### src/rtl/led_blink_code_sequencer.sv
// Blinks a 4-bit status code on an active-low LED: CODE pulses, then a long dark gap.
// Optional feature macro: BLINK_ABORT_EN adds an ABORT input that returns the sequencer to IDLE.
module led_blink_code_sequencer #(
  parameter int UNIT_CYCLES = 208000,
  parameter int ON_UNITS    = 2,
  parameter int OFF_UNITS   = 3,
  parameter int GAP_UNITS   = 10
) (
  input  logic       CLK,
  input  logic       RST,
`ifdef BLINK_ABORT_EN
  input  logic       ABORT,
`endif
  input  logic [3:0] CODE,
  input  logic       START,
  input  logic       REPEAT,
  output logic       BUSY,
  output logic       DONE,
  output logic       LEDn
);

  localparam int TW   = (UNIT_CYCLES > 2) ? $clog2(UNIT_CYCLES) : 1;
  localparam int MAXU = (ON_UNITS > OFF_UNITS) ?
                        ((ON_UNITS > GAP_UNITS) ? ON_UNITS : GAP_UNITS) :
                        ((OFF_UNITS > GAP_UNITS) ? OFF_UNITS : GAP_UNITS);
  localparam int UW   = (MAXU > 1) ? $clog2(MAXU + 1) : 1;

  localparam logic [TW-1:0] TMR_LAST = TW'(UNIT_CYCLES - 1);
  localparam logic [UW-1:0] ON_LAST  = UW'(ON_UNITS - 1);
  localparam logic [UW-1:0] OFF_LAST = UW'(OFF_UNITS - 1);
  localparam logic [UW-1:0] GAP_LAST = UW'(GAP_UNITS - 1);

  typedef enum logic [1:0] {S_IDLE, S_ON, S_OFF, S_GAP} state_t;

  state_t        state_q, state_d;
  logic [TW-1:0] tmr_q, tmr_d;
  logic [UW-1:0] ucnt_q, ucnt_d;
  logic [3:0]    rem_q, rem_d;
  logic          led_q, led_d;
  logic          busy_q, busy_d;
  logic          done_q, done_d;
  logic          abort_w;
  logic          unit_end;
  logic          phase_end;
  logic [UW-1:0] last_unit;

`ifdef BLINK_ABORT_EN
  assign abort_w = ABORT;
`else
  assign abort_w = 1'b0;
`endif

  always_comb begin
    state_d   = state_q;
    tmr_d     = tmr_q;
    ucnt_d    = ucnt_q;
    rem_d     = rem_q;
    done_d    = 1'b0;
    last_unit = GAP_LAST;

    case (state_q)
      S_ON:    last_unit = ON_LAST;
      S_OFF:   last_unit = OFF_LAST;
      default: last_unit = GAP_LAST;
    endcase

    unit_end  = (tmr_q == TMR_LAST);
    phase_end = unit_end && (ucnt_q == last_unit);

    if (state_q != S_IDLE) begin
      if (unit_end) begin
        tmr_d  = '0;
        ucnt_d = ucnt_q + 1'b1;
      end else begin
        tmr_d  = tmr_q + 1'b1;
      end
    end

    case (state_q)
      S_IDLE: begin
        if (START && !abort_w) begin
          if (CODE != 4'd0) begin
            rem_d   = CODE;
            state_d = S_ON;
          end else begin
            done_d  = 1'b1;
          end
        end
      end
      S_ON: begin
        if (phase_end) begin
          rem_d   = rem_q - 4'd1;
          state_d = (rem_q > 4'd1) ? S_OFF : S_GAP;
        end
      end
      S_OFF: begin
        if (phase_end) state_d = S_ON;
      end
      default: begin
        if (phase_end) begin
          done_d = 1'b1;
          if (REPEAT && (CODE != 4'd0)) begin
            rem_d   = CODE;
            state_d = S_ON;
          end else begin
            state_d = S_IDLE;
          end
        end
      end
    endcase

    if (abort_w && (state_q != S_IDLE)) begin
      state_d = S_IDLE;
      done_d  = 1'b0;
    end

    // Every state entry restarts timing, so each phase lasts exactly its unit count.
    if (state_d != state_q) begin
      tmr_d  = '0;
      ucnt_d = '0;
    end

    led_d  = (state_d != S_ON);
    busy_d = (state_d != S_IDLE);
  end

  always_ff @(posedge CLK or posedge RST) begin
    if (RST) begin
      state_q <= S_IDLE;
      tmr_q   <= '0;
      ucnt_q  <= '0;
      rem_q   <= '0;
      led_q   <= 1'b1;
      busy_q  <= 1'b0;
      done_q  <= 1'b0;
    end else begin
      state_q <= state_d;
      tmr_q   <= tmr_d;
      ucnt_q  <= ucnt_d;
      rem_q   <= rem_d;
      led_q   <= led_d;
      busy_q  <= busy_d;
      done_q  <= done_d;
    end
  end

  assign LEDn = led_q;
  assign BUSY = busy_q;
  assign DONE = done_q;

endmodule
### config.mk
export PLATFORM = sky130hd
export DESIGN_NAME = led_blink_code_sequencer
export DESIGN_NICKNAME = d
export VERILOG_FILES = /design/src/rtl/led_blink_code_sequencer.sv
export SDC_FILE = /design/constraint.sdc
export NUM_CORES = 1
export LEC_CHECK = 0
export ABC_AREA = 1
export BUFFER_PORTS_ARGS = -buffer_cell sky130_fd_sc_hd__buf_4
export CAP_MARGIN = 20
export CELL_PAD_IN_SITES_DETAIL_PLACEMENT = 0
export CELL_PAD_IN_SITES_GLOBAL_PLACEMENT = 1
export CORE_ASPECT_RATIO = 2
export CORE_MARGIN = 4
export CORE_UTILIZATION = 42
export CTS_BUF_LIST = sky130_fd_sc_hd__clkbuf_2
export DETAILED_ROUTE_END_ITERATION = 10
export PLACE_DENSITY_LB_ADDON = 0.1
export SYNTH_ARGS = -nofsm -noshare
export SYNTH_HDL_FRONTEND = slang
export SYNTH_SLANG_ARGS = --single-unit
### constraint.sdc
create_clock -name CLK -period 2.2 [get_ports CLK]
set_input_delay 0 -clock CLK [delete_from_list [all_inputs] [get_ports CLK]]
set_output_delay 0 -clock CLK [all_outputs]
set_load 0.01 [all_outputs]
# After elaboration in Yosys (flattened, before gate mapping)
# Index checks and enable logic that the tools add are counted.
[classes]
add_sub_neg = 3
order_cmp = 1
eq_ne = 9
muxes = 25
bitwise_logic = 1
reduce_logical = 13
[op_table]
columns = ["operator", "count"]
rows = [
  ["$mux 18", 3],
  ["$mux 4", 8],
  ["$add 18x1->18 const B", 1],
  ["$eq 18x18->1 const B", 1],
  ["$pmux 4 s3", 1],
  ["$mux 2", 5],
  ["$reduce_bool 2->1", 5],
  ["$pmux 4 s2", 1],
  ["$ne 2x2->1 const B", 3],
  ["$pmux 2 s3", 1],
  ["$reduce_and 6->1", 1],
  ["$mux 1", 5],
  ["$add 4x1->4 const B", 1],
  ["$eq 4x4->1", 1],
  ["$gt 4x1->1 const B", 1],
  ["$reduce_bool 4->1", 1],
  ["$sub 4x1->4 const B", 1],
  ["$reduce_bool 3->1", 1],
  ["$eq 2x1->1 const B", 1],
  ["$eq 2x2->1 const B", 1],
  ["$logic_and 1x1->1", 2],
  ["$logic_not 2->1", 1],
  ["$ne 2x1->1 const B", 1],
  ["$ne 2x2->1", 1],
  ["other kinds (4)", 4],
]
[word_totals]
ff_bits = 31
in_bits = 8
output_inout_bits = 3
wordCells = 59

# Logic depth before layout (Yosys ltp)
[logic_depth]
depth_word = 9
ltp_mapped = 19
depth_no_buf = 18

# Least setup slack after synthesis
# OpenSTA, ideal clock, no wires.
[synth_timing]
path_kind = "register to register"
start = "reg state_q[0]"
end = "reg tmr_q[10]"
setup_time_ns = 0.118
arrival_ns = 2.231
required_time_ns = 2.082
slack_ns = -0.149
stages_incl_launch_ff = 20
path_buffers = 1
period_less_slack_ns = 2.349
cell_sequence = "dfrtp_1 inv_1 ha_1 inv_1 nand2_1 nand2_1 nand2_1 nor2_1 nand3_2 nand2_2 nand3_1 nand3_2 nand2_2 nand2_2 nand2_4 nand2_4 inv_2 buf_4 nand3_1 nand2_1"
[synth_via]
elab_chain_cells = 8
word_cells_on_any_way = 16
cone_classes = "eq/ne: 4; mux: 8; reduce/logical: 4"
[synth_lines]
columns = ["element", "line_no", "source"]
rows = [
  ["start, declared", "35", "state_t state_q, state_d;"],
  ["start signal, assigned", "137", "state_q <= state_d;"],
  ["$eq 2x2->1 / $eq 2x1->1 (equally long branches)", "61, 79", ""],
  ["$pmux 4 s2", "61", "case (state_q)"],
  ["$eq 4x4->1", "68", "phase_end = unit_end && (ucnt_q == last_unit);"],
  ["$logic_and 1x1->1", "68", ""],
  ["$mux 2, on equally long branches", "100, 91, 97", ""],
  ["$pmux 2 s3", "79", "case (state_q)"],
  ["$ne 2x2->1", "118", "if (state_d != state_q) begin"],
  ["$mux 18 / $reduce_bool 2->1 (equally long branches)", "--", ""],
  ["end signal, assigned", "138", "tmr_q <= tmr_d;"],
  ["end, declared", "36", "logic [TW-1:0] tmr_q, tmr_d;"],
]
# Parallel ways exist; a longest one is shown, timed or not.
# A chain may end at the register's enable or synchronous reset.

# Final worst setup path
[layout_timing]
start = "reg state_q[1]"
end = "reg ucnt_q[3]"
[layout_via]
elab_chain_cells = 9
word_cells_on_any_way = 18
cone_classes = "eq/ne: 4; mux: 8; reduce/logical: 6"
[layout_lines]
columns = ["element", "line_no", "source"]
rows = [
  ["$eq 2x2->1 / $eq 2x1->1 (equally long branches)", "61, 79", ""],
  ["$pmux 4 s2", "61", ""],
  ["$eq 4x4->1", "68", ""],
  ["$logic_and 1x1->1", "68", ""],
  ["$mux 2, on equally long branches", "100, 91, 97", ""],
  ["$pmux 2 s3", "79", ""],
  ["$ne 2x2->1", "118", ""],
  ["$reduce_bool 2->1 (no line)", "--", ""],
  ["$reduce_and 2->1 (no line)", "--", ""],
  ["end signal, assigned", "139", "ucnt_q <= ucnt_d;"],
  ["end, declared", "37", "logic [UW-1:0] ucnt_q, ucnt_d;"],
]
# Parallel ways exist; a longest one is shown, timed or not.

==> out/qor.json <==
{
  "rsz0062_at_grt": {"value": "yes"},
  "layout.area.seq": {"value": 778.2, "unit": "sq um"},
  "clockRootBuffer": {"value": "sky130_fd_sc_hd__clkbuf_2"},
  "grt_antenna_before_repair": {"value": 0},
  "timing.fmax": {"value": 0.4540, "unit": "GHz"},
  "regToRegEndpoint": {"value": "ucnt_q[3]"},
  "synth_sequential_area_ratio": {"value": 35.28, "unit": "%"},
  "reg2reg_from": {"value": "state_q[1]"},
  "clkSinkCount": {"value": 31},
  "outcome": {"value": "complete, but fails checks"},
  "clock-skew-final": {"value": 0.02542, "unit": "ns"},
  "clk_pin_slew": {"value": 0.19, "unit": "ns"},
  "slew_violations": {"value": 0},
  "dr.pass1.iters": {"value": 4},
  "min_period": {"value": 2.203, "unit": "ns"},
  "internal-power": {"value": 665.7, "unit": "uW"},
  "route.detailed.vias_per_inst": {"value": 4.993},
  "critPathLaunchType": {"value": "flip-flop"},
  "layout-drive-gt1-share": {"value": 25.14, "unit": "%"},
  "antenna_cells": {"value": 0},
  "area_growth_syn_to_layout": {"value": 25.97, "unit": "%"},
  "critPathTopFamily": {"value": "simple AND/OR/NAND/NOR gates"},
  "cts_tree": {"value": "built"},
  "die_w": {"value": 59.20, "unit": "microns"},
  "power.combinational.fraction": {"value": 4.1, "unit": "%"},
  "core-area": {"value": 0.005139, "unit": "sq mm"},
  "finalHoldWorstSlack": {"value": 0.2387, "unit": "ns"},
  "slowest_stage": {"value": "sky130_fd_sc_hd__dfrtp_2"},
  "initial_core_util": {"value": 42.85, "unit": "%"},
  "layout_common_cells": {"value": "sky130_fd_sc_hd__nand2_1, sky130_fd_sc_hd__buf_4, sky130_fd_sc_hd__inv_1"},
  "finish.cell_count_without_fillers": {"value": 424},
  "crit_chain": {"value": "inv_2 > ha_4 > inv_2 > nand2_2 > nand2_2 > nand2_2 > nor2_4 > nand3_4 > o31ai_1 > nand2_4 > nand2_8 > buf_6 > nor2_1 > nand2_1 > nand2_1"},
  "worst-r2r-setup-slack": {"value": -0.003, "unit": "ns"},
  "boundaryPins": {"value": 11},
  "postLayoutCoreUtil": {"value": 53.98, "unit": "%"},
  "cp.arrival": {"value": 2.48, "unit": "ns"},
  "critical_path.n_buffers_inverters": {"value": 3},
  "synth_cell_type_count": {"value": 31},
  "multi_input_comb_area": {"value": 0.001353, "unit": "sq mm"},
  "failed_checks": {"value": "setup timing"},
  "number_of_hold_violations_in_the_final_report": {"value": 0},
  "criticalPathCategory": {"value": "flip-flop to flip-flop"},
  "postSynthCellCount": {"value": 314},
  "nNetsFinal": {"value": 382},
  "worst_pin_slew": {"value": 0.4703, "unit": "ns"},
  "dieArea": {"value": 0.006536, "unit": "sq mm"},
  "clkPwrFrac": {"value": 32.0, "unit": "%"},
  "clock_latency": {"value": 0.39, "unit": "ns"},
  "wirelength": {"value": 6004, "unit": "microns"},
  "worst_slack": {"value": -0.002853, "unit": "ns"},
  "leakagePower": {"value": 0.001446, "unit": "uW"},
  "all_layer_global_routing_usage": {"value": 19.79, "unit": "%"},
  "syn_nets": {"value": 331},
  "post-route-period-util": {"value": 100.1, "unit": "%"},
  "dpl.hpwl": {"value": 4421, "unit": "microns"},
  "grt_first_pass_wirelength": {"value": 9880, "unit": "microns"},
  "mostFrequentLayoutCell": {"value": "sky130_fd_sc_hd__nand2_1"},
  "ff2ff_path_depth": {"value": 15},
  "postSynthRegisterBits": {"value": 31},
  "route.detailed.wl_per_inst": {"value": 14.16, "unit": "microns"},
  "cts_inserted_buffers": {"value": 5},
  "fillers": {"value": 537},
  "yosysWarnings": {"value": 0},
  "critical_path.max_stage_delay": {"value": 0.47, "unit": "ns"},
  "max-clock-path-buffers": {"value": 2},
  "drc": {"value": 0},
  "power.density": {"value": 322.0, "unit": "mW/mm^2"},
  "hold_removal_path_class": {"value": "input port to asynchronous set/reset pin"},
  "via_count": {"value": 2117},
  "cp_data_required_time": {"value": 2.48, "unit": "ns"},
  "power.share.switching": {"value": 25.47, "unit": "%"},
  "grt_start_max_net_pins": {"value": 32},
  "dp.cells": {"value": 403},
  "max-cap-violations": {"value": 0},
  "first_global_vias": {"value": 2132},
  "ant_nets": {"value": 0},
  "placement_rows": {"value": 37},
  "die_height": {"value": 110.4, "unit": "microns"},
  "syn_avg_cell_area": {"value": 7.013, "unit": "sq um"},
  "setup_viol": {"value": 1},
  "grt_overflow_total": {"value": 0},
  "power.sequential.fraction": {"value": 63.8, "unit": "%"},
  "gpl.final_weighted_congestion": {"value": 0.8338},
  "crit_path_end_kind": {"value": "flip-flop"},
  "port_buffers": {"value": 10},
  "h-tree-depth": {"value": 2},
  "synthesis.area": {"value": 0.002202, "unit": "sq mm"},
  "vdd_drop_max": {"value": 302.7, "unit": "uV"},
  "maxSlewHeadroom": {"value": 68.61, "unit": "%"},
  "drt_first_iter_violations": {"value": 66},
  "critical-path-top-cell-by-count": {"value": "sky130_fd_sc_hd__nand2_2"},
  "critical_path.max_fanout": {"value": 7},
  "switchingPower": {"value": 227.5, "unit": "uW"}
}
cells by family after synthesis:
group / after synthesis / synth area share, %
adders and majority gates: 9 / 5.114
DFF: 31 / 35.28
buffers and inverters: 47 / 8.523
and+or+nand+nor: 186 / 37.95
xor gates and xnor gates: 15 / 5.966
AOI/OAI and AO/OA: 26 / 7.159
power by group through the flow:
stage	Sequential (uW)	Combinational, uW	Clock, uW
after global placement	581	28.3	0
after detailed placement	581	28.4	0
after CTS	570	37.1	299
after global routing	571	41.2	325
final	570	37.0	286
after floorplan	581	11.5	0
worst reg2reg max path, cell delays in order, from the launching register on:
cell	delay [ns]
sky130_fd_sc_hd__dfrtp_2	0.47
sky130_fd_sc_hd__inv_2	0.09
sky130_fd_sc_hd__ha_4	0.20
sky130_fd_sc_hd__inv_2	0.05
sky130_fd_sc_hd__nand2_2	0.04
sky130_fd_sc_hd__nand2_2	0.06
sky130_fd_sc_hd__nand2_2	0.06
sky130_fd_sc_hd__nor2_4	0.14
sky130_fd_sc_hd__nand3_4	0.13
sky130_fd_sc_hd__o31ai_1	0.36
sky130_fd_sc_hd__nand2_4	0.13
sky130_fd_sc_hd__nand2_8	0.14
sky130_fd_sc_hd__buf_6	0.12
sky130_fd_sc_hd__nor2_1	0.03
sky130_fd_sc_hd__nand2_1	0.06
sky130_fd_sc_hd__nand2_1	0.05
stage by stage:
stage | setup TNS [ns] | setup WS, ns | instance area (sq um) | power, uW
6_report | -0.002853 | -0.002853 | 2774 | 893.2
5_1_grt | -2.692 | -0.1577 | 2774 | 937.0
4_1_cts | -0.5972 | -0.04535 | 2698 | 906.4
2_1_floorplan | 0 | 0.008944 | 2226 | 592.2
3_5_place_dp | -2.220 | -0.1296 | 2539 | 609.0
3_3_place_gp | -1.375 | -0.08170 | 2539 | 608.9
routing by layer:
metal  up-vias  GRT usage [%]  share of wire (%)
met5         -              0                  0
met4         0          9.531                3.1
met3        15          2.456                2.5
met2        35          36.96                 58
met1       963          20.03                 37
li1       1104              -                  -
flip-flops by register name, summed over array words and instances (netlist names):
register	count
BUSY	1
tmr_q	18
state_q	2
rem_q	4
DONE	1
LEDn	1
ucnt_q	4
worst max path at each step:
stage                     from   endpoint  cells after the start
floorplan           state_q[0]   tmr_q[9]                     18
global placement    state_q[1]  tmr_q[16]                     17
detailed placement  state_q[1]  tmr_q[15]                     17
CTS                 state_q[1]  tmr_q[15]                     17
global route        state_q[1]  ucnt_q[3]                     18
finish              state_q[1]  ucnt_q[3]                     15
cells in the mapped netlist (all sizes together):
library cell | n | area, sq um
o21ai | 13 | 65.06
buf | 2 | 18.77
o31ai | 2 | 15.01
ha | 9 | 112.6
inv | 42 | 157.6
o2111ai | 4 | 35.03
a21oi | 4 | 20.02
nand4 | 5 | 31.28
nand3b | 1 | 7.510
nand2 | 107 | 429.2
dfstp | 1 | 26.28
clkbuf | 3 | 11.26
nand3 | 29 | 160.2
dfrtp | 30 | 750.7
a211oi | 1 | 7.510
o211ai | 2 | 15.01
nor3 | 7 | 35.03
or2 | 1 | 6.260
xor2 | 11 | 96.34
nor4 | 1 | 6.260
nor2 | 35 | 160.2
xnor2 | 4 | 35.03
area by class of cell:
| type | instances | area share (%) |
|---|---|---|
| well taps | 58 | 2.616 |
| clock inverters | 2 | 0.3157 |
| flip-flops and latches | 31 | 28.06 |
| repair buffers | 47 | 13.40 |
| multi-input cells | 238 | 48.76 |
| inverters | 42 | 5.774 |
| clock buffers | 6 | 1.083 |
what timing repair did:
| item | 4_1_cts | 5_1_grt |
|---|---|---|
| hold buffers | 6 | 0 |
| pin swaps | 12 | 12 |
| gates resized for setup | 7 | 18 |
| setup endpoints to repair | 22 | 23 |
| hold endpoints to repair | 35 | 0 |
| cloned | 1 | 1 |
| buffers inserted | 3 | 2 |
Power figures use the tool's default switching activity.
